<file path="src/rtl/vd_symbol_sequencer.sv">
// Input sequencer for VITERBIDECODER: buffers code symbols, strips the preamble and paces symbols
// onto a SYM_CYCLES slot grid. Define VD_TAIL_FLUSH_EN to append TAIL_LEN zero symbols per frame.
module vd_symbol_sequencer #(
    parameter int unsigned WD_CODE    = 2,
    parameter int unsigned SYM_CYCLES = 8,
    parameter int unsigned FIFO_DEPTH = 4,
    parameter int unsigned TAIL_LEN   = 8,
    parameter int unsigned CNT_W      = 16
) (
    input  logic               CLOCK,
    input  logic               Reset,
    input  logic               InValid,
    input  logic [WD_CODE-1:0] InCode,
    input  logic               InLast,
    output logic               InReady,
    input  logic               Clear,
    output logic               Active,
    output logic [WD_CODE-1:0] Code,
    output logic               SymStrobe,
    output logic               Busy,
    output logic [CNT_W-1:0]   SymCount,
    output logic               Overflow,
    output logic               Underrun
);
    localparam int unsigned SLOT_W = $clog2(SYM_CYCLES);
    localparam int unsigned PTR_W  = $clog2(FIFO_DEPTH);
    localparam logic [SLOT_W-1:0] SLOT_LAST = SLOT_W'(SYM_CYCLES - 1);
    localparam logic [PTR_W:0]    FIFO_FULL = (PTR_W + 1)'(FIFO_DEPTH);

`ifdef VD_TAIL_FLUSH_EN
    localparam int unsigned TAIL_W = (TAIL_LEN > 0) ? $clog2(TAIL_LEN + 1) : 1;
    localparam logic [TAIL_W-1:0] TAIL_DONE = TAIL_W'(TAIL_LEN);
    typedef enum logic [1:0] {StIdle, StRun, StTail} state_e;
    logic [TAIL_W-1:0] tail_q, tail_d;
    logic              run_done;
    assign run_done = 1'b0;
`else
    typedef enum logic [1:0] {StIdle, StRun} state_e;
    logic        done_q, done_d;
    logic        run_done;
    logic [31:0] unused_tail_len;
    assign run_done        = done_q;
    assign unused_tail_len = TAIL_LEN;
`endif

    state_e             state_q, state_d;
    logic [SLOT_W-1:0]  slot_q, slot_d, slot_next;
    logic [WD_CODE-1:0] code_q, code_d;
    logic               strobe_q, strobe_d;
    logic               active_q, active_d;
    logic [CNT_W-1:0]   count_q, count_d;
    logic               ovf_q, ovf_d;
    logic               udr_q, udr_d, underrun_set;
    logic               blocked_q, blocked_d;
    logic               alive_q;

    // Each entry carries the InLast tag above the code bits.
    logic [WD_CODE:0]   fifo_mem [FIFO_DEPTH];
    logic [PTR_W-1:0]   wr_ptr_q, rd_ptr_q;
    logic [PTR_W:0]     fill_q;
    logic               push, pop, fifo_empty, fifo_full;
    logic [WD_CODE:0]   head;

    assign fifo_full  = fill_q == FIFO_FULL;
    assign fifo_empty = fill_q == '0;
    assign head       = fifo_mem[rd_ptr_q];
    assign InReady    = alive_q & ~fifo_full & ~blocked_q;
    // Zero symbols offered in IDLE are preamble: accepted but never stored.
    assign push       = InValid & InReady & ((state_q != StIdle) | (InCode != '0));
    assign slot_next  = (slot_q == SLOT_LAST) ? '0 : slot_q + 1'b1;

    always_comb begin
        state_d      = state_q;
        slot_d       = slot_q;
        code_d       = code_q;
        strobe_d     = 1'b0;
        active_d     = active_q;
        count_d      = count_q;
        blocked_d    = blocked_q | (push & InLast);
        pop          = 1'b0;
        underrun_set = 1'b0;
`ifdef VD_TAIL_FLUSH_EN
        tail_d       = tail_q;
`else
        done_d       = done_q;
`endif
        unique case (state_q)
            StIdle: begin
                if (push) begin
                    state_d = StRun;
                    slot_d  = '0;
                    count_d = '0;
                end
            end
            StRun: begin
                slot_d = slot_next;
                if (slot_q == '0) begin
                    if (run_done) begin
                        state_d = StIdle;
                    end else begin
                        strobe_d = 1'b1;
                        active_d = 1'b1;
                        count_d  = (count_q == '1) ? count_q : count_q + 1'b1;
                        if (!fifo_empty) begin
                            pop    = 1'b1;
                            code_d = head[WD_CODE-1:0];
                            if (head[WD_CODE]) begin
`ifdef VD_TAIL_FLUSH_EN
                                state_d = StTail;
                                tail_d  = '0;
`else
                                done_d  = 1'b1;
`endif
                            end
                        end else begin
                            code_d       = '0;
                            underrun_set = 1'b1;
                        end
                    end
                end
            end
`ifdef VD_TAIL_FLUSH_EN
            StTail: begin
                slot_d = slot_next;
                if (slot_q == '0) begin
                    if (tail_q == TAIL_DONE) begin
                        state_d = StIdle;
                    end else begin
                        strobe_d = 1'b1;
                        code_d   = '0;
                        tail_d   = tail_q + 1'b1;
                    end
                end
            end
`endif
            default: state_d = StIdle;
        endcase

        if (state_d == StIdle && state_q != StIdle) begin
            active_d  = 1'b0;
            code_d    = '0;
            blocked_d = 1'b0;
`ifndef VD_TAIL_FLUSH_EN
            done_d    = 1'b0;
`endif
        end

        ovf_d = Clear ? 1'b0 : (ovf_q | (InValid & ~InReady));
        udr_d = Clear ? 1'b0 : (udr_q | underrun_set);
    end

    always_ff @(posedge CLOCK or negedge Reset) begin
        if (!Reset) begin
            state_q   <= StIdle;
            slot_q    <= '0;
            code_q    <= '0;
            strobe_q  <= 1'b0;
            active_q  <= 1'b0;
            count_q   <= '0;
            ovf_q     <= 1'b0;
            udr_q     <= 1'b0;
            blocked_q <= 1'b0;
            alive_q   <= 1'b0;
            wr_ptr_q  <= '0;
            rd_ptr_q  <= '0;
            fill_q    <= '0;
`ifdef VD_TAIL_FLUSH_EN
            tail_q    <= '0;
`else
            done_q    <= 1'b0;
`endif
        end else begin
            state_q   <= state_d;
            slot_q    <= slot_d;
            code_q    <= code_d;
            strobe_q  <= strobe_d;
            active_q  <= active_d;
            count_q   <= count_d;
            ovf_q     <= ovf_d;
            udr_q     <= udr_d;
            blocked_q <= blocked_d;
            alive_q   <= 1'b1;
            if (push) wr_ptr_q <= wr_ptr_q + 1'b1;
            if (pop)  rd_ptr_q <= rd_ptr_q + 1'b1;
            if (push && !pop)      fill_q <= fill_q + 1'b1;
            else if (pop && !push) fill_q <= fill_q - 1'b1;
`ifdef VD_TAIL_FLUSH_EN
            tail_q    <= tail_d;
`else
            done_q    <= done_d;
`endif
        end
    end

    always_ff @(posedge CLOCK) begin
        if (push) fifo_mem[wr_ptr_q] <= {InLast, InCode};
    end

    assign Active    = active_q;
    assign Code      = code_q;
    assign SymStrobe = strobe_q;
    assign Busy      = state_q != StIdle;
    assign SymCount  = count_q;
    assign Overflow  = ovf_q;
    assign Underrun  = udr_q;

endmodule

</file>
<file path="config.mk">
export PLATFORM = sky130hd
export DESIGN_NAME = vd_symbol_sequencer
export DESIGN_NICKNAME = d
export VERILOG_FILES = /design/src/rtl/vd_symbol_sequencer.sv
export SDC_FILE = /design/constraint.sdc
export NUM_CORES = 1
export LEC_CHECK = 0
export CAP_MARGIN = 20
export CORE_ASPECT_RATIO = 1.5
export CORE_UTILIZATION = 45
export CTS_CLUSTER_DIAMETER = 100
export CTS_CLUSTER_SIZE = 10
export DETAILED_ROUTE_END_ITERATION = 16
export PLACE_DENSITY = 0.65
export SYNTH_ARGS = -nofsm -noshare
export SYNTH_HDL_FRONTEND = slang
export SYNTH_SLANG_ARGS = --single-unit
export TNS_END_PERCENT = 10
</file>
<file path="constraint.sdc">
create_clock -name CLOCK -period 4.3 [get_ports CLOCK]
set_input_delay 0.645 -clock CLOCK [delete_from_list [all_inputs] [get_ports CLOCK]]
set_output_delay 0.645 -clock CLOCK [all_outputs]
set_load 0.01 [all_outputs]
</file>
# Word-level counts from Yosys, hierarchy flattened
# Memory sizes are Yosys's and may differ from the RTL's.
# Index checks and enable logic that the tools add are counted.
[word_totals]
reg_bits = 37
ram_bits = 12
input_bits = 7
output_inout_bits = 24
wordCells = 107
memories = 1
[op_classes]
n_addsub = 6
n_eq_ne = 9
n_mux = 45
bitwise_logic = 13
reduce_logical = 19
[memory_table]
columns = ["name", "depth", "word_bits", "rd", "rd_clocked_by_memory_dff", "write_ports", "line_no", "text"]
rows = [
  ["fifo_mem", 4, 3, 1, 0, 1, "58", "logic [WD_CODE:0] fifo_mem [FIFO_DEPTH];"],
]
[ops]
columns = ["operator", "count"]
rows = [
  ["$mux 16", 4],
  ["$pmux 16 s2", 1],
  ["$mux 1", 26],
  ["$add 16x1->16 const B", 1],
  ["$eq 16x16->1 const B", 1],
  ["$mux 2", 8],
  ["$mux 3", 4],
  ["$reduce_bool 2->1", 6],
  ["$ne 2x2->1 const B", 4],
  ["$add 3x1->3 const B", 2],
  ["$and 1x1->1", 6],
  ["$eq 3x3->1 const B", 2],
  ["$logic_not 3->1", 2],
  ["$pmux 3 s2", 1],
  ["$reduce_and 5->1", 1],
  ["$add 2x1->2 const B", 2],
  ["$logic_not 2->1", 2],
  ["$or 1x1->1", 4],
  ["$pmux 2 s2", 1],
  ["$reduce_and 2->1", 2],
  ["$logic_and 1x1->1", 3],
  ["$not 1->1", 3],
  ["$reduce_and 3->1", 1],
  ["$sub 3x1->3 const B", 1],
  ["other kinds (3)", 4],
]

# Longest topological paths before layout
# Gate-level depths: netlist of the first run.
[depth]
ltp_word = 12
mapped_depth = 11
mapped_depth_nobuf = 11

# Least setup slack after synthesis of the first run
# OpenSTA, ideal clock, no wires.
[synth_timing]
kind = "input to register"
startpoint = "in InValid"
endpoint = "reg fill_q[2]"
arrival_ns = 2.187
t_required_ns = 4.221
setup_slack_ns = 2.034
path_stages = 8
n_path_buf = 0
cell_sequence = "inv_1 nor4_4 ha_1 inv_1 fa_1 xor2_1 nor2_1 xor2_1"
[synth_via]
elab_chain_len = 5
[synth_rtl]
columns = ["item", "line_no", "text"]
rows = [
  ["start: declaration", "12", "input logic InValid,"],
  ["$and 1x1->1 * (2 in series)", "69", "assign push = InValid & InReady & ((state_q != StIdle) | (InCode != '0));"],
  ["via push", "61", "logic push, pop, fifo_empty, fifo_full;"],
  ["$logic_not 1->1", "186", "else if (pop && !push) fill_q <= fill_q - 1'b1;"],
  ["$logic_and 1x1->1", "186", ""],
  ["$reduce_bool 2->1 (no source line)", "n/a", ""],
  ["end signal: assignment", "185", "if (push && !pop) fill_q <= fill_q + 1'b1;"],
  ["end signal: assignment", "186", ""],
  ["end: declaration", "60", "logic [PTR_W:0] fill_q;"],
]
# The timed path passes the listed nets; every way through them passes the cells marked *.
# A chain may end at the register's enable or synchronous reset.

# Worst setup path after layout of the first run
[layout_timing]
startpoint = "in InCode[0]"
endpoint = "reg fill_q[2]"
[layout_via]
elab_chain_len = 6
[layout_rtl]
columns = ["item", "line_no", "text"]
rows = [
  ["start: declaration", "13", "input logic [WD_CODE-1:0] InCode,"],
  ["$reduce_bool 2->1 *", "69", ""],
  ["$or 1x1->1 *", "69", ""],
  ["$and 1x1->1 *", "69", ""],
  ["via push", "61", ""],
  ["$logic_not 1->1", "186", ""],
  ["$logic_and 1x1->1", "186", ""],
  ["$reduce_bool 2->1 (no source line)", "n/a", ""],
]
# Marks and branches as above.

==> results of run 1 <==
## synth_stat cells, types with 2 or more instances
master / n
dfrtp_1: 37
o21bai_1: 8
mux2i_1: 10
nor4_1: 4
o31ai_1: 4
inv_1: 12
a21o_1: 2
nor3_1: 3
a21oi_1: 11
mux4_2: 3
nand3_1: 5
o211ai_1: 2
and3_2: 2
nand2_1: 5
and2_1: 4
and4_1: 2
nor2b_1: 2
xor2_1: 3
edfxtp_1: 12
buf_2: 4
nand4_1: 5
clkbuf_1: 2
a22o_1: 5
ha_1: 9
or3_1: 3
and3_1: 4
conb_1: 2
nor2_1: 8
o21ai_0: 15
or4_1: 2
xnor2_1: 3
buf_6: 2
## routing by layer
metal	share of wire [%]	wire, um	vias to the layer above	track usage (%)
li1	-	-	863	-
met1	40	2032	913	20.47
met2	56	2842	40	37.15
met3	3.0	153	9	2.670
met4	1.3	68	0	6.818
met5	0	0	-	0
## final cells by class
cell class,count,share of cell area (%)
Timing Repair Buffer,30,9.788
Multi-Input combinational cell,149,38.61
Clock buffer,5,2.281
Tap cell,70,2.903
Sequential cell,49,42.64
Inverter,12,1.493
Clock inverter,3,2.281
## state kept, by name, summed over array words and instances (netlist names), 2 cells and up
register / count
fill_q: 3
fifo_mem: 12
Code: 2
slot_q: 3
wr_ptr_q: 2
SymCount: 16
rd_ptr_q: 2
state_q: 2
## through the flow
| stage | area [um^2] | hold slack [ns] | util, % |
|---|---|---|---|
| 2_1_floorplan | 2546 | 0.3494 | - |
| 3_3_place_gp | 2879 | 0.4656 | 52.82 |
| 3_5_place_dp | 2879 | 0.4743 | 52.82 |
| 4_1_cts | 3017 | 0.4695 | 55.35 |
| 5_1_grt | 3017 | 0.4984 | 55.35 |
| 6_report | 3017 | 0.4357 | 55.35 |
## power by group through the flow
stage | registers (mW) | logic, mW | clock network (mW)
after detailed placement | 0.664 | 0.363 | 0
after CTS | 0.655 | 0.366 | 0.404
final | 0.654 | 0.358 | 0.399
after floorplan | 0.639 | 0.250 | 0
after global routing | 0.670 | 0.408 | 0.420
after global placement | 0.661 | 0.355 | 0
## kinds of logic after synthesis
| kind of cell | count (synthesis) |
|---|---|
| multiplexers | 14 |
| buffers and inverters | 20 |
| AND/OR/NAND/NOR | 66 |
| other | 2 |
| AO/OA/AOI/OAI | 51 |
| flip-flops | 49 |
| adder cells (fa/ha/maj) | 10 |
| XOR/XNOR | 6 |
## worst register-to-register path, stage by stage (launching register included)
cell       delay (ns)
dfrtp_1          0.42
inv_1            0.07
ha_1             0.23
nand4bb_1        0.17
nor3_1           0.55
inv_1            0.11
ha_1             0.23
inv_1            0.07
fa_1             0.40
mux2_2           0.27
## worst max path at each step
stage                           end
after global routing      fill_q[1]
after floorplan           fill_q[2]
final                     fill_q[2]
after detailed placement  fill_q[2]
after CTS                 fill_q[1]
after global placement    fill_q[2]
==> flow_summary.toml, run 1 <==
[timing]
fmax_mhz = 381.3
slew_violations = 0
fin_ws_ns = 1.677
worst_clock_skew_ns = 0.007571
tns_ns = 0
fin_crit_sh_pct = 60.99
tightest_slew_ns = 0.8469
slew_headroom_pct = 43.54
fin_crit_ns = 2.623
final_hold_viol_count = 0
finalSetupViolCount = 0
rsz0062_at_grt = "no"

[critical_path]
crit_family = "adder cells"
cp_num_cells = 9
critical_path_class = "primary input to register"
r2r-start = "slot_q[0]"
path_max_fanout = 10
end_kind = "register"
startpoint = "InCode[0]"
crit_top_cell = "xor2_1"
r2r_cells = 9
path_cells = "clkdlybuf4s50_1, nor4_1, nor4_4, ha_1, inv_1, fa_1, xor2_1, nor2_1, xor2_1"
cp.arrival_ns = 2.85
path_buf_inv = 2
slowest_stage = "clkdlybuf4s50_1"
r2r_setup_slack_ns = 1.68
r2r-end = "fill_q[1]"
critPathMaxStageDelay_ns = 0.57
cp_data_required_time_ns = 4.53
cp-start-kind = "primary input"

[clock_tree]
clk_latency_ns = 0.31
hold_buffers = 0
cts_max_level = 2
cts.sinks = 49
post-cts-setup-buffer-count = 0
path_clk_slew_ns = 0.09
clk_path_buf_depth = 2
cts_tree = "yes"
cts_buffers = 5
postCtsResizedCells = 0
root_buffer = "clkbuf_8"

[floorplan]
rows = 33
initial_core_util_pct = 46.72
ioPinCount = 31
design.die.area_um2 = 5969
fp.dieW_um = 63.42
core-area_um2 = 5450
fp.dieH_um = 94.13

[pwr]
powerDensity_nw_per_um2 = 467.6
power.net_switching_mw = 0.4288
pwr-share-seq_pct = 46.3
power_mw = 1.411
p_leak_nw = 1.254
power_frac_comb_pct = 25.4
p_clk_share_pct = 28.3
vdd_ir_drop_max_v = 0.0002861
p_sw_share_pct = 30.40
internal_power_mw = 0.9818

[synthesis]
ys_seq_area_share_pct = 50.52
synth-simple-area-share_pct = 18.18
synth_xor_area_share_pct = 2.064
yosys_warnings = 0
postSynthNetCount = 235
synth_edf_count = 12
synthAdderAreaFrac_pct = 5.209
synth.distinct_cells = 55
netlist_instances = 218
synthMuxAreaShare_pct = 7.027
yosys_register_bits = 49
syn-mean-instance-area_um2 = 11.68
synth_top_family_by_area = "simple AND/OR/NAND/NOR gates"
netlist_area_um2 = 2546
yosysTopAreaCell = "dfrtp_1"
ys.flop_type = "dfrtp_1"
synth_top_area_share_pct = 36.36
ys_top_cells_by_area = "dfrtp_1 (36%), edfxtp_1 (14%), ha_1 (4.4%)"
synth_compound_area_share_pct = 12.97
async_reset_ff_share_pct = 75.51

[final_layout]
diodes = 0
area_growth_pct = 18.48
multiInputGateArea_um2 = 1165
stdcell_count = 318
layout_commonest_cell = "dfrtp_1"
regArea_um2 = 1286
layout_common_cells = "dfrtp_1 (37), clkdlybuf4s50_1 (29), o21ai_0 (15)"
num-nets-final = 264
drive_gt1_share_pct = 10.89
fillCellCount = 501

[route]
avgViaCountPerCell = 5.739
dr.pass1.iters = 4
postRouteWirelength_um = 5097
antenna_left = 0
vias = 1825
drc = 0
drt_iter0_drc = 102
wire_per_inst_um = 16.03

[global_route]
grt_pass1_vias = 1890
grt_pass1_wl_um = 8880
antenna_found_initial = 0
grt_max_degree = 38
globalRouteOverflowTotal = 0
grt_usage_pct = 19.12

[placement]
place_ws_ns = 1.354
gp_congestion = 0.8144
port_buffers = 30
placedCellCount = 310
dp_hpwl_um = 3760

[run_status]
outcome = "finished clean"

[worst_hold_path]
hold_class = "primary input to asynchronous set/reset pin"

[run]
drv_cap = 0
Note: power is estimated with default switching activity, not from simulation.
==> inputs of run 2 (changes only) <==
PLACE_DENSITY = 0.67   (was 0.65)
clock period = 2.4 ns   (was 4.3 ns; I/O delays follow)
==> run 2 against run 1 <==
  * Via count increased by 1.1%
  * Critical path type is now register to register
  * Clock skew increased by 0.0018 ns
  * Register-to-register slack got worse by 1.4 ns
  * Sequential power increased by 79%
  * Worst setup slack got worse by 1.4 ns
  * Die area unchanged
  * Largest power group unchanged
  * Critical path depth unchanged
==> flow_summary.toml, run 2 (synthesized netlist as in run 1, its figures left out) <==
[route]
drc = 0
antenna_left = 0
wire_per_inst_um = 15.61
avgViaCountPerCell = 5.608
drt_iter0_drc = 80
dr.pass1.iters = 4
vias = 1845
postRouteWirelength_um = 5137

[placement]
port_buffers = 30
gp_congestion = 0.7939
dp_hpwl_um = 3825

[floorplan]
initial_core_util_pct = 46.72
fp.dieW_um = 63.42
ioPinCount = 31
core-area_um2 = 5450
rows = 33
fp.dieH_um = 94.13
design.die.area_um2 = 5969

[final_layout]
drive_gt1_share_pct = 15.06
layout_commonest_cell = "dfrtp_1"
final_util_pct = 56.54
num-nets-final = 275
largest_reg_flops = 16
diodes = 0
area_growth_pct = 21.03
layout_common_cells = "dfrtp_1 (37), clkdlybuf4s50_1 (29), o21ai_0 (15)"

[critical_path]
r2r_setup_slack_ns = 0.25
r2r-start = "slot_q[0]"
startpoint = "slot_q[0]"
endpoint = "fill_q[1]"
r2r_cells = 9
critical_path_class = "register to register"
path_max_fanout = 5
cp-start-kind = "register"
cp.arrival_ns = 2.34
r2r-end = "fill_q[1]"
end_kind = "register"
cp_data_required_time_ns = 2.59

[timing]
tightest_slew_ns = 0.8430
slew_headroom_pct = 43.80
fmax_mhz = 465.2
worst_clock_skew_ns = 0.009392
rsz0062_at_grt = "no"
tns_ns = 0
slew_violations = 0
finalSetupViolCount = 0
fin_crit_sh_pct = 89.57
final_hold_viol_count = 0
fin_crit_ns = 2.150

[clock_tree]
cts.sinks = 49
cts_tree = "yes"
root_buffer = "clkbuf_8"
clk_path_buf_depth = 2
cts_buffers = 5
postCtsResizedCells = 0
path_clk_slew_ns = 0.09
cts_max_level = 2
hold_buffers = 0
clk_latency_ns = 0.30
post-cts-setup-buffer-count = 0

[global_route]
grt_pass1_wl_um = 8990
globalRouteOverflowTotal = 0
grt_max_degree = 38
grt_usage_pct = 19.65
grt_pass1_vias = 1864
antenna_found_initial = 0

[run]
drv_cap = 0

[run_status]
outcome = "finished clean"

[pwr]
powerDensity_nw_per_um2 = 792.5
p_leak_nw = 1.299
vdd_ir_drop_max_v = 0.0006257

[worst_hold_path]
hold_class = "primary input to asynchronous set/reset pin"
==> run 2: final cells by class <==
type / count / area [um^2]
clock inverter: 3 / 46.29
tap: 70 / 87.58
clock buffer: 5 / 68.82
fill: 490 / 2369
multi-input combinational: 149 / 1170
inverter: 12 / 45.04
sequential: 49 / 1286
timing repair buffer: 41 / 377.9
==> run 2: stage by stage <==
| stage | setup slack [ns] | instance area [um^2] | total power, mW | hold slack, ns | cells |
|---|---|---|---|---|---|
| CTS | 0.1846 | 3077 | 2.469 | 0.1842 | 329 |
| floorplan | 0.1420 | 2546 | 1.594 | 0.06441 | 218 |
| global placement | 0.03707 | 2962 | 1.841 | 0.4616 | 321 |
| finish | 0.2502 | 3082 | 2.442 | 0.1518 | 329 |
| detailed placement | 0.04478 | 2962 | 1.867 | 0.4741 | 321 |
| global route | 0.07487 | 3082 | 2.596 | 0.2404 | 329 |
==> run 2: worst min path at each step <==
stage	start	to
6_report	Reset	SymCount[0]
5_1_grt	Reset	SymCount[14]
4_1_cts	Reset	SymCount[9]
3_5_place_dp	Active	Active
3_3_place_gp	Active	Active
2_1_floorplan	Reset	Active
==> run 2: critical path, stage by stage, from the launching register on <==
cell and delay, ns:
dfrtp_1 0.41, inv_1 0.07, ha_1 0.22, nand4bb_1 0.19, nor3_2 0.17, inv_1 0.07
ha_1 0.19, inv_1 0.07, fa_1 0.40, mux2_2 0.26
==> run 2: routing by layer <==
layer	global-route usage, %	vias up	part of all wire (%)
li1	-	890	-
met1	22.80	914	41
met2	35.99	33	55
met3	2.913	8	2.3
met4	7.197	0	1.6
met5	0	-	0
==> run 2: report_power, final <==
group / switching, mW / total, mW / leakage [nW] / internal (mW)
clock: 0.287 / 0.599 / 0.0543 / 0.312
combinational: 0.314 / 0.677 / 0.646 / 0.363
sequential: 0.166 / 1.17 / 0.599 / 1.00
total: 0.766 / 2.44 / 1.30 / 1.68
==> inputs of run 3 (changes only) <==
ABC_AREA = 1   (was default)
==> run 3 against run 2 <==
  * Flip-flop and latch count is the same
  * Worst setup slack lost 0.018 ns
  * Register-to-register slack lost 0.02 ns
  * Clock skew shrank 0.0036 ns
==> flow_summary.toml, run 3 <==
[run_status]
outcome = "finished clean"

[route]
vias = 2043
antenna_left = 0
drt_iter0_drc = 71
avgViaCountPerCell = 4.995
dr.pass1.iters = 4
postRouteWirelength_um = 5165
drc = 0
wire_per_inst_um = 12.63

[synthesis]
synth_xor_area_share_pct = 3.361
syn-mean-instance-area_um2 = 8.688
yosys_register_bits = 49
ys_top_cells_by_area = "dfrtp_1 (36%), edfxtp_1 (14%), nand2_1 (8.9%)"
synth-simple-area-share_pct = 27.84
yosys_warnings = 0
synthMuxAreaShare_pct = 0
async_reset_ff_share_pct = 75.51
ys.flop_type = "dfrtp_1"
ys_seq_area_share_pct = 49.35
synth.most_common_cell = "nand2_1"
synth.distinct_cells = 30
yosysTopAreaCell = "dfrtp_1"
synth_top_area_share_pct = 35.53
netlist_top_cells_count = "nand2_1 (62), nor2_1 (42), dfrtp_1 (37)"
synth_compound_area_share_pct = 7.585
synthAdderAreaFrac_pct = 5.089
synth_edf_count = 12
netlist_area_um2 = 2606
postSynthNetCount = 317
synth_top_family_by_area = "simple AND/OR/NAND/NOR gates"
netlist_instances = 300

[timing]
rsz0062_at_grt = "no"
fin_crit_sh_pct = 90.34
final_hold_viol_count = 0
tightest_slew_ns = 0.8593
fin_ws_ns = 0.2319
fmax_mhz = 461.2
tns_ns = 0
slew_headroom_pct = 42.71
fin_crit_ns = 2.168
slew_violations = 0
finalSetupViolCount = 0
worst_clock_skew_ns = 0.005836

[global_route]
grt_usage_pct = 18.67
antenna_found_initial = 0
grt_pass1_vias = 1934
globalRouteOverflowTotal = 0
grt_max_degree = 38
grt_pass1_wl_um = 8680

[run]
drv_cap = 0

[final_layout]
layout_commonest_cell = "nand2_1"
layout_common_cells = "nand2_1 (62), nor2_1 (42), dfrtp_1 (37)"
drive_gt1_share_pct = 12.98
stdcell_count = 409
stdcell_area_um2 = 3113
multiInputGateArea_um2 = 1156
diodes = 0
largest_reg_flops = 16
fillCellCount = 522
final_util_pct = 56.26
area_growth_pct = 19.44
regArea_um2 = 1286
num-nets-final = 355

[floorplan]
fp.dieH_um = 95.21
core-area_um2 = 5533
initial_core_util_pct = 47.11
fp.dieW_um = 64.14
design.die.area_um2 = 6106
rows = 33
ioPinCount = 31

[critical_path]
path_max_fanout = 5
r2r_cells = 10
critical_path_class = "register to register"
cp_data_required_time_ns = 2.59
cp.arrival_ns = 2.35
cp-start-kind = "register"
end_kind = "register"

[clock_tree]
postCtsResizedCells = 0
post-cts-setup-buffer-count = 0
root_buffer = "clkbuf_8"
clk_path_buf_depth = 2
hold_buffers = 0
path_clk_slew_ns = 0.09
cts_max_level = 2
clk_latency_ns = 0.30
cts_tree = "yes"
cts_buffers = 5
cts.sinks = 49

[worst_hold_path]
hold_class = "primary input to asynchronous set/reset pin"

[pwr]
p_leak_nw = 1.309
powerDensity_nw_per_um2 = 770.5
vdd_ir_drop_max_v = 0.0005726

[placement]
port_buffers = 30
placedCellCount = 401
placed_area_um2 = 2993
place_ws_ns = 0.02156
gp_congestion = 0.8419
dp_hpwl_um = 3818
[run 3: routing by layer]
layer	track usage [%]	share of wire, %	wire (um)
met1	19.69	40	2086
met2	35.82	55	2857
met3	3.349	2.7	138
met4	7.963	1.6	83
met5	0	0	0
[run 3: critical path: stages, from the launching register on]
cell     delay (ns)
dfrtp_1        0.40
inv_1          0.08
ha_1           0.15
nand2_1        0.14
nor3_4         0.21
nand2_2        0.13
ha_1           0.21
inv_1          0.11
fa_1           0.42
nor2_1         0.14
a21oi_1        0.06
[run 3: cells by family (layout without fill, tap and decap cells)]
family	Yosys count	count (layout)
AO/OA/AOI/OAI	31	31
AND/OR/NAND/NOR	157	157
flip-flops	49	49
adder cells (fa/ha/maj)	10	10
other	2	2
XOR/XNOR	10	10
buffers and inverters	41	80
[run 3: per-stage QoR]
| stage | hold slack [ns] | total power, mW |
|---|---|---|
| 2_1_floorplan | 0.06441 | 1.589 |
| 3_3_place_gp | 0.4907 | 1.795 |
| 4_1_cts | 0.1943 | 2.422 |
| 6_report | 0.1658 | 2.399 |
| 3_5_place_dp | 0.4933 | 1.820 |
| 5_1_grt | 0.2279 | 2.553 |
[run 3: path summary, 6_finish.rpt]
kind                       slack [ns]     endpoint       from
max                              0.23    fill_q[1]  slot_q[0]
min reg2reg                      0.52     Underrun   Underrun
max in group asynchronous        1.70    fill_q[0]      Reset
max reg2reg                      0.23    fill_q[1]  slot_q[0]
min                              0.17  SymCount[2]      Reset
min in group CLOCK               0.52     Underrun   Underrun
[run 3: area by class of cell]
type                       instances  share of cell area [%]
timing repair buffer              34                   10.45
clock inverter                     3                   1.487
sequential                        49                   41.32
inverter                          38                   4.582
tap                               70                   2.814
multi-input combinational        210                   37.14
clock buffer                       5                   2.211
[run 3: power breakdown]
part	switching, mW	internal [mW]	total [mW]	leakage [nW]
Sequential	0.143	0.998	1.14	0.600
Combinational	0.384	0.276	0.660	0.655
Clock	0.286	0.312	0.598	0.0543
